**config.mk**
```make
export PLATFORM = sky130hd
export DESIGN_NAME = rom_dl_router
export DESIGN_NICKNAME = d
export VERILOG_FILES = /design/src/rtl/dl_pkg.sv /design/src/rtl/dl_fifo.sv /design/src/rtl/rom_dl_router.sv
export SDC_FILE = /design/constraint.sdc
export NUM_CORES = 1
export LEC_CHECK = 0
export ABC_AREA = 1
export BUFFER_PORTS_ARGS = -buffer_cell sky130_fd_sc_hd__buf_2
export CAP_MARGIN = 25
export CORE_MARGIN = 10
export CORE_UTILIZATION = 42
export DETAILED_ROUTE_END_ITERATION = 7
export GPL_TIMING_DRIVEN = 0
export PLACE_DENSITY = 0.62
export SYNTH_ARGS = -nofsm -noshare
export SYNTH_HDL_FRONTEND = slang
export SYNTH_HIERARCHICAL = 1
export SYNTH_SLANG_ARGS = --single-unit
```
**constraint.sdc**
```tcl
create_clock -name clk_sys -period 9.4 [get_ports clk_sys]
set_input_delay 0.94 -clock clk_sys [delete_from_list [all_inputs] [get_ports clk_sys]]
set_output_delay 0.94 -clock clk_sys [all_outputs]
set_load 0.005 [all_outputs]
```
**src/rtl/dl_pkg.sv**
```systemverilog
`timescale 1ns/1ps
`default_nettype none
// +----------------------------------------------------------------------+
// | dl_pkg: shared types and helpers for the ROM download router.        |
// | Rev 1.0                                                              |
// +----------------------------------------------------------------------+
package dl_pkg;

   localparam int MAX_AW    = 32;
   localparam int MAX_LW    = 2;
   localparam int MAX_LANES = 4;

   typedef enum logic [0:0] {
      ST_IDLE = 1'b0,
      ST_BUSY = 1'b1
   } port_state_e;

   // Fields are sized for the widest legal port; narrower ports zero-fill.
   typedef struct packed {
      logic [MAX_AW-1:0] addr;
      logic [MAX_LW-1:0] lane;
      logic [7:0]        data;
   } dl_entry_t;

   function automatic int lw_of(input int lanes);
      return (lanes >= 4) ? 2 : ((lanes == 2) ? 1 : 0);
   endfunction

   function automatic logic [MAX_LANES-1:0] lane_onehot(input logic [MAX_LW-1:0] off,
                                                        input int lanes);
      logic [MAX_LANES-1:0] oh;
      oh = '0;
      if (lanes <= 1) oh[0] = 1'b1;
      else            oh[off] = 1'b1;
      return oh;
   endfunction

endpackage
`default_nettype wire

```
**src/rtl/dl_fifo.sv**
```systemverilog
`timescale 1ns/1ps
`default_nettype none
// +----------------------------------------------------------------------+
// | dl_fifo: synchronous FIFO with occupancy count; a pop frees a slot   |
// | for a same-cycle push even when full.            Rev 1.0             |
// +----------------------------------------------------------------------+
module dl_fifo #(
   parameter int WIDTH = 8,
   parameter int DEPTH = 4
) (
   input  logic                     clk,
   input  logic                     rst,
   input  logic                     i_wr_en,
   input  logic [WIDTH-1:0]         i_wr_data,
   input  logic                     i_rd_en,
   output logic [WIDTH-1:0]         o_rd_data,
   output logic [$clog2(DEPTH):0]   o_count,
   output logic                     o_full,
   output logic                     o_empty
);

   localparam int PW = $clog2(DEPTH);

   logic [WIDTH-1:0] mem_q [DEPTH];
   logic [PW-1:0]    wp_q, wp_d, rp_q, rp_d;
   logic [PW:0]      cnt_q, cnt_d;
   logic             full, empty, do_rd, do_wr;

   assign full  = (cnt_q == (PW+1)'(DEPTH));
   assign empty = (cnt_q == '0);

   always_comb begin
      do_rd = i_rd_en && !empty;
      do_wr = i_wr_en && (!full || do_rd);
      wp_d  = do_wr ? wp_q + 1'b1 : wp_q;
      rp_d  = do_rd ? rp_q + 1'b1 : rp_q;
      cnt_d = cnt_q;
      if (do_wr && !do_rd)      cnt_d = cnt_q + 1'b1;
      else if (!do_wr && do_rd) cnt_d = cnt_q - 1'b1;
   end

   always_ff @(posedge clk) begin
      if (rst) begin
         wp_q  <= '0;
         rp_q  <= '0;
         cnt_q <= '0;
      end else begin
         wp_q  <= wp_d;
         rp_q  <= rp_d;
         cnt_q <= cnt_d;
      end
   end

   always_ff @(posedge clk) begin
      if (do_wr) mem_q[wp_q] <= i_wr_data;
   end

   assign o_rd_data = mem_q[rp_q];
   assign o_count   = cnt_q;
   assign o_full    = full;
   assign o_empty   = empty;

endmodule
`default_nettype wire

```
**src/rtl/rom_dl_router.sv**
```systemverilog
`timescale 1ns/1ps
`default_nettype none
// +----------------------------------------------------------------------+
// | rom_dl_router: routes the ioctl byte stream into per-port FIFOs and  |
// | toggle-handshake writers; sequences rom_loaded and core reset. 1.0   |
// +----------------------------------------------------------------------+
module rom_dl_router
   import dl_pkg::*;
#(
   parameter int          NPORTS     = 2,
   parameter int          AW         = 25,
   parameter int          DW         = 16,
   parameter int          FIFO_DEPTH = 4,
   parameter logic [7:0]  ROM_INDEX  = 8'h00,
   parameter logic [15:0] RESET_HOLD = 16'hFFFF
) (
   input  logic                                    clk_sys,
   input  logic                                    reset,
   input  logic                                    ioctl_download,
   input  logic [7:0]                              ioctl_index,
   input  logic                                    ioctl_wr,
   input  logic [AW-1:0]                           ioctl_addr,
   input  logic [7:0]                              ioctl_dout,
   output logic                                    ioctl_wait,
   input  logic [NPORTS*AW-1:0]                    region_base,
   input  logic [NPORTS*AW-1:0]                    region_end,
   output logic [NPORTS-1:0]                       port_req,
   input  logic [NPORTS-1:0]                       port_ack,
   output logic [NPORTS*(AW-$clog2(DW/8))-1:0]     port_a,
   output logic [NPORTS*(DW/8)-1:0]                port_ds,
   output logic [NPORTS*DW-1:0]                    port_d,
   output logic [NPORTS-1:0]                       port_we,
   input  logic                                    reset_req,
   output logic                                    rom_loaded,
   output logic                                    core_reset,
   output logic                                    overflow
);

   localparam int LANES = DW / 8;
   localparam int LW    = lw_of(LANES);
   localparam int WA    = AW - LW;
   localparam int EW    = $bits(dl_entry_t);
   localparam int CW    = $clog2(FIFO_DEPTH) + 1;

   logic          wr_q, wr_d, dl_q, dl_d, stb_q, stb_d;
   logic [AW-1:0] addr_q, addr_d;
   logic [7:0]    dout_q, dout_d;
   logic          drain_q, drain_d, rom_loaded_q, rom_loaded_d;
   logic          overflow_q, overflow_d, core_reset_q, core_reset_d;
   logic [15:0]   cnt_q, cnt_d;

   logic [NPORTS-1:0] drop_v, active_v, near_v;

   for (genvar i = 0; i < NPORTS; i++) begin : g_port
      logic [AW-1:0]        base, lim, off;
      logic                 match, push, pop, full, empty;
      logic [CW-1:0]        count;
      dl_entry_t            wr_ent, head;
      logic [MAX_LANES-1:0] oh;
      port_state_e          state_q, state_d;
      logic                 req_q, req_d, we_q, we_d;
      logic [WA-1:0]        a_q, a_d;
      logic [LANES-1:0]     ds_q, ds_d;
      logic [DW-1:0]        d_q, d_d;
      logic                 unused_bits;

      assign base = region_base[i*AW +: AW];
      assign lim  = region_end[i*AW +: AW];

      // An inverted or zero-length region simply never matches.
      always_comb begin
         match       = (addr_q >= base) && (addr_q < lim);
         off         = addr_q - base;
         push        = stb_q && match;
         wr_ent.addr = MAX_AW'(off >> LW);
         wr_ent.lane = MAX_LW'(off) & MAX_LW'(LANES - 1);
         wr_ent.data = dout_q;
      end

      dl_fifo #(
         .WIDTH (EW),
         .DEPTH (FIFO_DEPTH)
      ) u_fifo (
         .clk       (clk_sys),
         .rst       (reset),
         .i_wr_en   (push),
         .i_wr_data (wr_ent),
         .i_rd_en   (pop),
         .o_rd_data (head),
         .o_count   (count),
         .o_full    (full),
         .o_empty   (empty)
      );

      always_comb begin
         state_d = state_q;
         req_d   = req_q;
         we_d    = we_q;
         a_d     = a_q;
         ds_d    = ds_q;
         d_d     = d_q;
         pop     = 1'b0;
         oh      = lane_onehot(head.lane, LANES);
         case (state_q)
            ST_IDLE: begin
               if (!empty) begin
                  pop     = 1'b1;
                  a_d     = head.addr[WA-1:0];
                  ds_d    = oh[LANES-1:0];
                  d_d     = {LANES{head.data}};
                  req_d   = ~req_q;
                  we_d    = 1'b1;
                  state_d = ST_BUSY;
               end
            end
            ST_BUSY: begin
               if (port_ack[i] == req_q) begin
                  we_d    = 1'b0;
                  state_d = ST_IDLE;
               end
            end
            default: state_d = ST_IDLE;
         endcase
      end

      // Reset adopts the ack level so an abandoned write never looks pending.
      always_ff @(posedge clk_sys) begin
         if (reset) begin
            state_q <= ST_IDLE;
            req_q   <= port_ack[i];
            we_q    <= 1'b0;
            a_q     <= '0;
            ds_q    <= '0;
            d_q     <= '0;
         end else begin
            state_q <= state_d;
            req_q   <= req_d;
            we_q    <= we_d;
            a_q     <= a_d;
            ds_q    <= ds_d;
            d_q     <= d_d;
         end
      end

      assign drop_v[i]   = push && full && !pop;
      assign active_v[i] = !empty || (state_q != ST_IDLE);
      assign near_v[i]   = (count >= CW'(FIFO_DEPTH - 1));

      assign port_req[i]              = req_q;
      assign port_we[i]               = we_q;
      assign port_a[i*WA +: WA]       = a_q;
      assign port_ds[i*LANES +: LANES] = ds_q;
      assign port_d[i*DW +: DW]       = d_q;

      assign unused_bits = ^{head.addr, oh};
   end

   always_comb begin
      wr_d         = ioctl_wr;
      dl_d         = ioctl_download && (ioctl_index == ROM_INDEX);
      stb_d        = ioctl_wr && !wr_q && dl_d;
      addr_d       = ioctl_addr;
      dout_d       = ioctl_dout;
      overflow_d   = overflow_q || (|drop_v);
      drain_d      = drain_q;
      rom_loaded_d = rom_loaded_q;
      // A strobe still in the pipeline counts as outstanding work.
      if (dl_q && !dl_d) begin
         drain_d = 1'b1;
      end else if (drain_q && !stb_q && !(|active_v)) begin
         drain_d      = 1'b0;
         rom_loaded_d = 1'b1;
      end
      if (reset_req || !rom_loaded_q || ioctl_download || drain_q) cnt_d = RESET_HOLD;
      else if (cnt_q != 16'd0)                                     cnt_d = cnt_q - 16'd1;
      else                                                         cnt_d = cnt_q;
      core_reset_d = (cnt_q != 16'd0);
   end

   always_ff @(posedge clk_sys) begin
      if (reset) begin
         wr_q         <= 1'b0;
         dl_q         <= 1'b0;
         stb_q        <= 1'b0;
         addr_q       <= '0;
         dout_q       <= '0;
         drain_q      <= 1'b0;
         rom_loaded_q <= 1'b0;
         overflow_q   <= 1'b0;
         cnt_q        <= RESET_HOLD;
         core_reset_q <= 1'b1;
      end else begin
         wr_q         <= wr_d;
         dl_q         <= dl_d;
         stb_q        <= stb_d;
         addr_q       <= addr_d;
         dout_q       <= dout_d;
         drain_q      <= drain_d;
         rom_loaded_q <= rom_loaded_d;
         overflow_q   <= overflow_d;
         cnt_q        <= cnt_d;
         core_reset_q <= core_reset_d;
      end
   end

   assign ioctl_wait = |near_v;
   assign rom_loaded = rom_loaded_q;
   assign overflow   = overflow_q;
   assign core_reset = core_reset_q;

endmodule
`default_nettype wire

```
==> flow_metrics.tcl <==
set metrics [dict create \
    outcome "finished, final reports clean" \
    comb_power_share 0.084 \
    antenna_found_initial 1 \
    place_area_um2 22440 \
    final_common_cell "nor2_1" \
    clkPwrFrac 0.422 \
    seq_area_um2 11150 \
    cts_buffers 45 \
    post-route-cell-area_um2 23880 \
    post_cts_buffers 0 \
    hpwlAfterDp_um 44700 \
    wl_um 59670 \
    fmax_mhz 264.7 \
    period_share 0.4019 \
    clkLatencyLatePin_ps 580 \
    peakVddDrop_v 0.0001338 \
    critPathArrivalTime_ps 4240 \
    holdWs_ps 402.6 \
    cap_violations 0 \
    cts_tree "done" \
    root_buffer "clkbuf_16" \
    cts_resized 0 \
    area_growth_pct 18.22 \
    power.internal_uw 3155 \
    nets 2739 \
    die_h_um 239.3 \
    slew_violations 0 \
    die_w_um 239.3 \
    sequentialPowerShare 0.494 \
    tightest_slew_ps 1024 \
    holdBufCountCts 0 \
    required_ps 9860 \
    grt_util_all_layers 0.2050 \
    cts-htree-levels 2 \
    finalSetupTns_ps 0 \
    powerDensity_nw_per_um2 172.5 \
    grt_first_pass_wirelength_um 90450 \
    endpoint_kind "flop" \
    relSlewSlack 0.3176 \
    diodes 0 \
    syn_avg_cell_area_um2 9.283 \
    crit_type "reg -> reg" \
    multi_input_area_um2 7503 \
    drive_gt1_frac 0.1583 \
    swShare 0.2343 \
    drt_first_pass_iters 5 \
    vias_per_cell 5.088 \
    p_leak_uw 0.01074 \
    hold_class "reg -> reg" \
    p_switching_uw 965.4 \
    drc 0 \
    fin_skew_ps 23.92 \
    antenna_left 0 \
    core_um2 47650 \
    via_count 15920 \
    start_util 0.4240 \
    rsz0062_at_grt "no" \
    cts_num_sinks 420 \
    rows 80 \
    grt_max_degree 29 \
    netlist_area_um2 20200 \
    clock_path_buffers 3 \
    gp_congestion 0.9286 \
    grt-ovfl-total 0 \
    grt_pass1_vias 15830 \
    ioPinCount 240 \
    yosysWarnings 6 \
    clk_pin_slew_ps 60 \
    io_buffers 239 \
    crit_path_max_fanout 13 \
    startpoint_type "flop" \
    finalCriticalPeriod_ps 3778 \
    final-setup-viol-count 0 \
    drt-initial-drc-count 1145 \
    syn_inst 2176 \
    nFillCells 4439 \
    hold_viol_final 0 \
    fin_util 0.5012 \
    avgRoutedWirePerCell_um 19.06 \
    final_cell_mix "401 x nor2_1, 276 x inv_1, 274 x edfxtp_1" \
    die-area_um2 57270 \
]
-- state kept, by name (all words and copies together) (netlist names), named ones only --
name                   flops
g_port.u_fifo/mem_q      272
g_port.a_q                48
addr_q                    25
cnt_q                     16
g_port.d_q                16
dout_q                     8
g_port.u_fifo/o_count      6
g_port.ds_q                4
g_port.u_fifo/rp_q         4
g_port.u_fifo/wp_q         4
g_port.req_q               2
g_port.state_q             2
g_port.we_q                2
core_reset                 1
dl_q                       1
drain_q                    1
overflow                   1
rom_loaded                 1
stb_q                      1
wr_q                       1
-- routing by layer --
layer,GRT usage,wire (um),vias up
met1,0.2741,27290,7459
met3,0.04229,4080,81
met5,0,11,-
met4,0.06579,1535,2
li1,-,-,7868
met2,0.3267,26750,514
-- through the flow --
| stage | power [uW] | cells | setup slack (ps) |
|---|---|---|---|
| detailed placement | 2417 | 3046 | 5147 |
| CTS | 4157 | 3130 | 5640 |
| global route | 4269 | 3130 | 5343 |
| floorplan | 2274 | 2183 | 5212 |
| finish | 4120 | 3130 | 5622 |
| global placement | 2410 | 3037 | 3287 |
-- worst max-delay path: stages (launching register included) --
cell and delay [ps]:
dfxtp_1 440, nor2_1 80, nand2_1 120, inv_1 90, nor2_1 640, clkbuf_1 540, inv_1 100, nand3_1 200
nand2_1 290, inv_1 140, ha_1 170, inv_1 60, fa_1 380, inv_1 70, nand2_1 50, nand3_1 120
nand2_1 70, nand2_1 60, nor2_1 40
-- power groups by stage --
stage / clock network (uW) / registers, uW / logic, uW
after floorplan: 0 / 2060 / 213
after global placement: 0 / 2070 / 335
after detailed placement: 0 / 2070 / 342
after CTS: 1780 / 2040 / 345
after global routing: 1850 / 2030 / 388
final: 1740 / 2030 / 346
-- cell type report --
| cell class | count | area share |
|---|---|---|
| well taps | 615 | 0.03222 |
| plain buffers | 97 | 0.02405 |
| inverters | 282 | 0.04433 |
| flip-flops and latches | 420 | 0.4669 |
| clock inverters | 11 | 0.004663 |
| repair buffers | 248 | 0.05774 |
| multi-input cells | 1384 | 0.3142 |
| clock buffers | 73 | 0.05585 |
-- path summary, 6_finish.rpt --
| path | end | start | slack [ps] | depth (start not counted) |
|---|---|---|---|---|
| setup / recovery | g_port[0].u_fifo/o_count[2] | g_port[0].u_fifo/o_count[0] | 5620 | 18 |
| setup reg to reg | g_port[0].u_fifo/o_count[2] | g_port[0].u_fifo/o_count[0] | 5620 | 18 |
| hold reg to reg | stb_q | wr_q | 400 | 1 |
| hold / removal | stb_q | wr_q | 400 | 1 |
(Power assumes the default switching activity.)
